--- src/rtl/dispatch_front.sv ---
// In-order dispatch front end: pops the IFQ into a single dispatch register and
// redirects on J/JAL or taken BEQ/BNE. Optional statistics counters: DISPATCH_STATS_EN.
module dispatch_front (
    input  logic        clk,
    input  logic        rst,
    input  logic        empty,
    input  logic [31:0] inst,
    input  logic [31:0] pc_out,
    output logic        inst_rd_en,
    output logic [31:0] jmp_branch_address,
    output logic        jmp_branch_valid,
    input  logic        br_resolve_valid,
    input  logic        br_taken,
    input  logic [31:0] br_target,
    output logic        disp_valid,
    input  logic        disp_ready,
    output logic [31:0] disp_inst,
    output logic [31:0] disp_pc
`ifdef DISPATCH_STATS_EN
    ,
    output logic [31:0] disp_count,
    output logic [15:0] redirect_count
`endif
);

    localparam logic [1:0] ST_RUN     = 2'd0;
    localparam logic [1:0] ST_WAIT_BR = 2'd1;
    localparam logic [1:0] ST_FLUSH   = 2'd2;

    logic [1:0]  state_q, state_d;
    logic        disp_valid_q, disp_valid_d;
    logic [31:0] disp_inst_q, disp_inst_d;
    logic [31:0] disp_pc_q, disp_pc_d;
    logic        jbv_q, jbv_d;
    logic [31:0] jba_q, jba_d;

    logic        pop;
    logic [5:0]  opcode;
    logic        is_jump;
    logic        is_branch;
    logic [31:0] pc_plus4;
    logic [31:0] jump_target;

    // The dispatch slot is free when empty or being drained this cycle.
    assign pop = !rst && (state_q == ST_RUN) && !empty && (!disp_valid_q || disp_ready);

    assign opcode      = inst[31:26];
    assign is_jump     = (opcode == 6'b000010) || (opcode == 6'b000011);
    assign is_branch   = (opcode == 6'b000100) || (opcode == 6'b000101);
    assign pc_plus4    = pc_out + 32'd4;
    assign jump_target = (pc_plus4 & 32'hF000_0000) | {4'b0000, inst[25:0], 2'b00};

    always_comb begin
        // NOTE: every signal gets a default first so no path leaves it unassigned (no latch).
        state_d      = state_q;
        jbv_d        = 1'b0;
        jba_d        = jba_q;
        disp_valid_d = disp_valid_q;
        disp_inst_d  = disp_inst_q;
        disp_pc_d    = disp_pc_q;

        if (pop) begin
            disp_valid_d = 1'b1;
            disp_inst_d  = inst;
            disp_pc_d    = pc_out;
        end else if (disp_ready) begin
            disp_valid_d = 1'b0;
        end

        case (state_q)
            ST_RUN: begin
                if (pop && is_jump) begin
                    state_d = ST_FLUSH;
                    jbv_d   = 1'b1;
                    jba_d   = jump_target;
                end else if (pop && is_branch) begin
                    state_d = ST_WAIT_BR;
                end
            end
            ST_WAIT_BR: begin
                if (br_resolve_valid) begin
                    if (br_taken) begin
                        state_d = ST_FLUSH;
                        jbv_d   = 1'b1;
                        jba_d   = br_target;
                    end else begin
                        state_d = ST_RUN;
                    end
                end
            end
            ST_FLUSH: state_d = ST_RUN;
            default:  state_d = ST_RUN;
        endcase
    end

    always_ff @(posedge clk) begin
        // NOTE: sequential state uses non-blocking assignments only.
        if (rst) begin
            state_q      <= ST_RUN;
            disp_valid_q <= 1'b0;
            disp_inst_q  <= 32'd0;
            disp_pc_q    <= 32'd0;
            jbv_q        <= 1'b0;
            jba_q        <= 32'd0;
        end else begin
            state_q      <= state_d;
            disp_valid_q <= disp_valid_d;
            disp_inst_q  <= disp_inst_d;
            disp_pc_q    <= disp_pc_d;
            jbv_q        <= jbv_d;
            jba_q        <= jba_d;
        end
    end

`ifdef DISPATCH_STATS_EN
    logic [31:0] disp_count_q;
    logic [15:0] redirect_count_q;

    // Redirects are counted on the edge that raises the pulse.
    always_ff @(posedge clk) begin
        if (rst) begin
            disp_count_q     <= 32'd0;
            redirect_count_q <= 16'd0;
        end else begin
            if (pop)   disp_count_q     <= disp_count_q + 32'd1;
            if (jbv_d) redirect_count_q <= redirect_count_q + 16'd1;
        end
    end

    assign disp_count     = disp_count_q;
    assign redirect_count = redirect_count_q;
`endif

    assign inst_rd_en         = pop;
    assign jmp_branch_valid   = jbv_q;
    assign jmp_branch_address = jba_q;
    assign disp_valid         = disp_valid_q;
    assign disp_inst          = disp_inst_q;
    assign disp_pc            = disp_pc_q;

endmodule

--- config.mk ---
export PLATFORM = sky130hd
export DESIGN_NAME = dispatch_front
export DESIGN_NICKNAME = d
export VERILOG_FILES = /design/src/rtl/dispatch_front.sv
export SDC_FILE = /design/constraint.sdc
export NUM_CORES = 1
export LEC_CHECK = 0
export BUFFER_PORTS_ARGS = -buffer_cell sky130_fd_sc_hd__buf_4
export CORE_ASPECT_RATIO = 1.25
export CORE_MARGIN = 5
export CORE_UTILIZATION = 41
export DETAILED_ROUTE_END_ITERATION = 16
export HOLD_SLACK_MARGIN = 0.05
export PLACE_DENSITY = 0.84
export SLEW_MARGIN = 15
export SYNTH_ARGS = -nofsm -noshare
export SYNTH_HDL_FRONTEND = slang
export SYNTH_SLANG_ARGS = --single-unit
export TNS_END_PERCENT = 20
--- constraint.sdc ---
create_clock -name clk -period 1.7 [get_ports clk]
set_input_delay 0.34 -clock clk [delete_from_list [all_inputs] [get_ports clk]]
set_output_delay 0.34 -clock clk [all_outputs]
set_load 0.01 [all_outputs]
==> impl_metrics.json, run 1 <==
{
  "outcome": "finished with violations",
  "violations": "negative setup slack",
  "hp-class": "in -> reg",
  "syn_nets": 604,
  "vias_per_cell": 5.20,
  "final.hold.worst_slack_ns": 0.250,
  "post-route-period-util_pct": 105,
  "worst_slew_pin_slew_ns": 0.782,
  "ios": 201,
  "start_util_pct": 42.4,
  "pwr-share-seq_pct": 44.9,
  "clockPowerShare_pct": 42.1,
  "core_mm2": 0.00922,
  "antenna_cells": 0,
  "dp_cells": 807,
  "wirelength_um": 14500,
  "p_sw_share_pct": 22.9,
  "powerDensity_mw_per_mm2": 835,
  "ctsRootBufferMaster": "clkbuf_16",
  "synth_area_mm2": 0.00391,
  "start_kind": "flip-flop",
  "final_max_slew_viol_count": 0,
  "synth_cell_types": 34,
  "num_rows": 39,
  "combPwrFrac_pct": 13.0,
  "first_pass_iters": 5,
  "clockBufferDepth": 2,
  "drive_gt1_share_pct": 42.5,
  "ant_nets": 0,
  "p_int_mw": 4.22,
  "cp_max_fo": 5,
  "cap_violations": 0,
  "via_count": 4399,
  "rsz0062_at_grt": "yes",
  "clock-sinks": 100,
  "critPathArrivalTime_ns": 1.45,
  "grt_pass1_vias": 4271,
  "clkLatencyLatePin_ns": 0.34,
  "finalHoldViolCount": 0,
  "grt_start_max_net_pins": 72,
  "grt_overflow": 0,
  "synth_seq_cells": 100,
  "final_net_count": 820,
  "cts_tree": "done",
  "maxSlewHeadroom_pct": 47.8,
  "worst_setup_path_end_kind": "primary output",
  "antenna_found_initial": 0,
  "port_buffers": 200,
  "vdd_drop_max_mv": 0.595,
  "dieArea_mm2": 0.0116,
  "finalSetupViolCount": 25,
  "place_congestion": 0.802,
  "clock.fmax_mhz": 559,
  "period_minus_slack_ns": 1.79,
  "clk_pin_slew_ns": 0.07,
  "drt_iter0_markers": 206,
  "final_cells": 846,
  "seq_area_frac_synth_pct": 51.2,
  "synth_edf_count": 0,
  "netlist_instances": 502,
  "htreeDepth": 3,
  "power_mw": 5.48,
  "worst_ep_required_time_ns": 1.36,
  "dp_slack_ns": -0.393,
  "routedWlPerCell_um": 17.1,
  "crit_type": "reg -> out",
  "grt_pass1_wl_um": 21200,
  "die_w_um": 97.4,
  "numCtsBuffers": 9,
  "hpwl_um": 9760,
  "grt.total_usage_pct": 22.3,
  "setup_ws_ns": -0.0892,
  "ys_async_sr_fraction_pct": 0,
  "p_sw_mw": 1.26,
  "synth_ff_type": "dfxtp_1",
  "die_y_um": 119,
  "drc": 0,
  "yosys_warnings": 0,
  "p_leak_nw": 2.83,
  "clock_skew_ns": 0.00584,
  "synth_area_per_cell_um2": 7.80,
  "area_growth_pct": 67.8
}
worst paths after layout:
path	startpoint	to	slack [ns]	cells past startpoint
worst max-delay path	state_q[0]	inst_rd_en	-0.09	6
worst min-delay path	inst[26]	disp_inst[26]	0.25	3
worst max register to register	state_q[0]	jmp_branch_address[28]	-0.09	6
worst min register to register	disp_pc[9]	disp_pc[9]	0.46	2
registers in the layout, indices dropped and copies added (netlist names):
register	cells
disp_valid	1
jmp_branch_valid	1
state_q	2
disp_inst	32
disp_pc	32
jmp_branch_address	32
cells by family after synthesis:
kind of cell              synth area share [%]
AOI/OAI and AO/OA                         16.4
xor gates and xnor gates                 0.224
buffers and inverters                     4.54
DFF                                       51.2
and+or+nand+nor                           27.7
repair_timing:
action                     4_1_cts  5_1_grt
cloned                           2        8
hold buffers                     0        0
pin swaps                       12       25
setup buffers                   10        5
hold endpoints to repair         0        0
setup endpoints to repair       95       96
gates resized for setup         26       45
through the flow:
step	cell area (um^2)	util [%]	TNS (ns)
after detailed placement	5600	60.7	-18.78
after floorplan	3920	-	-0.898
after global routing	6570	71.2	-6.34
after global placement	5600	60.7	-12.52
final	6570	71.2	-0.982
after CTS	6170	66.9	-0.404
power by group through the flow:
stage,Clock (mW),Combinational (mW),Sequential [mW]
floorplan,0,0.198,2.55
global placement,0,0.615,2.51
detailed placement,0,0.630,2.51
CTS,2.34,0.671,2.46
global route,2.45,0.764,2.47
finish,2.31,0.712,2.46
area by class of cell:
cell class	count	area (um^2)
fill	716	2660
clock inverter	7	115
sequential	100	2010
timing repair buffer	244	2090
multi-input combinational	360	1950
inverter	3	23.8
clock buffer	9	225
tap	123	154
synthesized netlist by cell type (3+ instances only):
cell type | number | area, um^2
a21oi_1 | 69 | 345
a311oi_1 | 27 | 236
and4_1 | 3 | 26.3
buf_2 | 7 | 35.0
buf_4 | 3 | 22.5
clkbuf_1 | 28 | 105
dfxtp_1 | 100 | 2000
inv_1 | 3 | 11.3
nand2_1 | 187 | 702
nand2b_1 | 5 | 31.3
nand3_1 | 3 | 15.0
nand4_1 | 6 | 37.5
nor2_1 | 31 | 116
nor3b_1 | 4 | 30.0
or3_1 | 3 | 18.8
routing by layer:
metal	global-route usage (%)	vias to the layer above	share of wire (%)	wire length [um]
li1	-	2126	-	-
met1	24.3	2056	37	5320
met2	40.6	190	53	7660
met3	6.67	27	7.7	1120
met4	8.40	0	2.6	383
met5	0	-	0	0
worst max-delay path: stages, from the launching register on:
cell,delay (ns)
dfxtp_4,0.35
nor4_4,0.26
buf_4,0.16
nand2_4,0.06
buf_12,0.15
clkinv_8,0.04
buf_6,0.09
cells in the final DEF, fill, tap and decap left out, drive strengths merged:
master / count
and2: 1
buf: 237
and3: 2
inv: 2
or4: 2
nand2: 187
and4: 3
a21oi: 69
clkinv: 3
or2: 1
o32ai: 1
a211oi: 1
nand4: 6
nor3b: 4
nor2: 32
o21ai: 1
nor4: 2
a311o: 1
and4b: 1
clkinvlp: 2
a311oi: 27
clkbuf: 16
nand3: 3
nand2b: 5
dfxtp: 100
o21bai: 1
a221o: 1
xnor2: 1
or3: 3
nor2b: 2
nor3: 2
a31o: 1
bufinv: 3
Note: power is estimated with default switching activity, not from simulation.
==> run 2: changes to the inputs <==
--- a/config.mk
+++ b/config.mk
@@ -5,13 +5,14 @@
 export SDC_FILE = /design/constraint.sdc
 export NUM_CORES = 1
 export LEC_CHECK = 0
-export BUFFER_PORTS_ARGS = -buffer_cell sky130_fd_sc_hd__buf_4
 export CORE_ASPECT_RATIO = 1.25
 export CORE_MARGIN = 5
-export CORE_UTILIZATION = 41
+export CORE_UTILIZATION = 56
 export DETAILED_ROUTE_END_ITERATION = 16
+export DONT_BUFFER_PORTS = 1
 export HOLD_SLACK_MARGIN = 0.05
-export PLACE_DENSITY = 0.84
+export PLACE_DENSITY = 0.82
+export RECOVER_POWER = 50
 export SLEW_MARGIN = 15
 export SYNTH_ARGS = -nofsm -noshare
 export SYNTH_HDL_FRONTEND = slang
==> impl_metrics.json, run 2 (synthesis results as in run 1) <==
{
  "reg2regPathDepth": 8,
  "port_buffers": 0,
  "clock-sinks": 100,
  "htreeDepth": 3,
  "cts_tree": "done",
  "cp-startpoint": "state_q[0]",
  "drc": 0,
  "die_y_um": 103,
  "final_max_slew_viol_count": 0,
  "first_pass_iters": 5,
  "worst_setup_path_end_kind": "flip-flop",
  "final_net_count": 617,
  "worst_ep_required_time_ns": 1.93,
  "num_rows": 34,
  "clock.fmax_mhz": 531,
  "numCtsBuffers": 9,
  "period_minus_slack_ns": 1.88,
  "combPwrFrac_pct": 6.4,
  "start_kind": "flip-flop",
  "powerDensity_mw_per_mm2": 935,
  "finalSetupViolCount": 43,
  "grt_use_met2_pct": 43.5,
  "ios": 201,
  "tns_ns": -4.19,
  "hpwl_um": 7770,
  "finalHoldViolCount": 0,
  "use_met1_pct": 27.7,
  "via_count": 3599,
  "setup_ws_ns": -0.182,
  "clockBufferDepth": 2,
  "p_sw_mw": 1.04,
  "p_leak_nw": 1.71,
  "post-route-period-util_pct": 111,
  "clock_skew_ns": 0.00877,
  "final_common_cell": "nand2_1",
  "p_int_mw": 3.38,
  "rsz0062_at_grt": "yes",
  "grt_overflow": 0,
  "worstHoldPathCells": 1,
  "place_congestion": 0.833,
  "antenna_cells": 0,
  "violations": "negative setup slack",
  "worst_slew_pin_slew_ns": 0.432,
  "crit_type": "reg -> reg",
  "routedWlPerCell_um": 19.6,
  "drive_gt1_share_pct": 17.1,
  "clkLatencyLatePin_ns": 0.35,
  "power_mw": 4.42,
  "worstHoldStart": "rst",
  "ant_nets": 0,
  "layout_common_cells": "nand2_1 (186), dfxtp_1 (98), a21oi_1 (66)",
  "met3_usage_pct": 9.43,
  "maxSlewHeadroom_pct": 71.1,
  "top_usage_layer": "met2",
  "vdd_drop_max_mv": 0.647,
  "grt_pass1_wl_um": 17400,
  "cap_violations": 0,
  "grt_pass1_vias": 3523,
  "cts_hold_buf": 1,
  "start_util_pct": 56.8,
  "r2r-end": "jmp_branch_address[10]",
  "rr_startpoint": "state_q[0]",
  "die_w_um": 84.8,
  "pwr-share-seq_pct": 56.7,
  "grt_start_max_net_pins": 105,
  "antenna_found_initial": 0,
  "drt_iter0_markers": 186,
  "vias_per_cell": 5.91,
  "holdPathEnd": "disp_pc[24]",
  "core_mm2": 0.00689,
  "wirelength_um": 11900,
  "ctsRootBufferMaster": "clkbuf_8",
  "clockPowerShare_pct": 36.9,
  "clk_pin_slew_ns": 0.09,
  "p_sw_share_pct": 23.5,
  "area_growth_pct": 20.9,
  "cp_max_fo": 7,
  "grt.total_usage_pct": 25.0,
  "hp-class": "in -> reg",
  "dieArea_mm2": 0.00877,
  "critPathArrivalTime_ns": 2.11,
  "outcome": "finished with violations",
  "reg2reg_slack_ns": -0.18
}
==> run 2: stage by stage <==
stage / hold WS (ns) / worst slack (ns) / std cells / instance area, um^2 / utilization [%]
4_1_cts: 0.0188 / -0.133 / 608 / 4650 / 67.5
3_3_place_gp: 0.416 / -0.139 / 574 / 4070 / 59.0
6_report: 0.0400 / -0.182 / 609 / 4730 / 68.6
5_1_grt: 0.0129 / -0.249 / 609 / 4730 / 68.6
2_1_floorplan: 0.471 / -0.0930 / 502 / 3920 / -
3_5_place_dp: 0.421 / -0.227 / 574 / 4070 / 59.0
==> run 2: critical path, cell delays in order, from the launching register on <==
cell and delay, ns:
dfxtp_4 0.37, nor4_4 0.28, buf_4 0.16, and4b_2 0.30, or2_4 0.20, buf_12 0.13, buf_16 0.12, buf_6 0.11
a311oi_2 0.08
==> run 2: power groups by stage <==
stage / Clock (mW) / Combinational (mW) / Sequential (mW)
6_report: 1.63 / 0.285 / 2.51
3_3_place_gp: 0 / 0.207 / 2.56
3_5_place_dp: 0 / 0.218 / 2.56
5_1_grt: 1.77 / 0.317 / 2.52
4_1_cts: 1.67 / 0.275 / 2.51
2_1_floorplan: 0 / 0.198 / 2.55
==> run 2: area by class of cell <==
class | count | area [um^2]
fill | 557 | 2160
tap | 90 | 113
multi-input combinational | 360 | 1880
sequential | 100 | 2010
timing repair buffer | 41 | 502
inverter | 3 | 16.3
clock inverter | 5 | 86.3
clock buffer | 10 | 128
==> run 2: timing repair <==
item	in CTS	in global routing
gates resized for setup	24	20
endpoints found under the setup margin	33	97
cloned	5	0
pin swaps	21	11
setup buffers	13	3
hold endpoints to repair	83	78
==> run 2: layer usage <==
metal  up-vias  share of wire [%]
met2       183                 51
met3        23                 10
met1      1681                 37
li1       1712                  -
met4         0                2.4
met5         -                  0
==> run 2: worst max-delay path by stage <==
| stage | slack (ns) | cells after the start | to |
|---|---|---|---|
| finish | -0.18 | 8 | jmp_branch_address[10] |
| global route | -0.25 | 8 | jmp_branch_address[22] |
| CTS | -0.13 | 6 | inst_rd_en |
| detailed placement | -0.23 | 6 | jmp_branch_address[12] |
| global placement | -0.14 | 5 | jmp_branch_address[31] |
| floorplan | -0.09 | 7 | jmp_branch_address[28] |
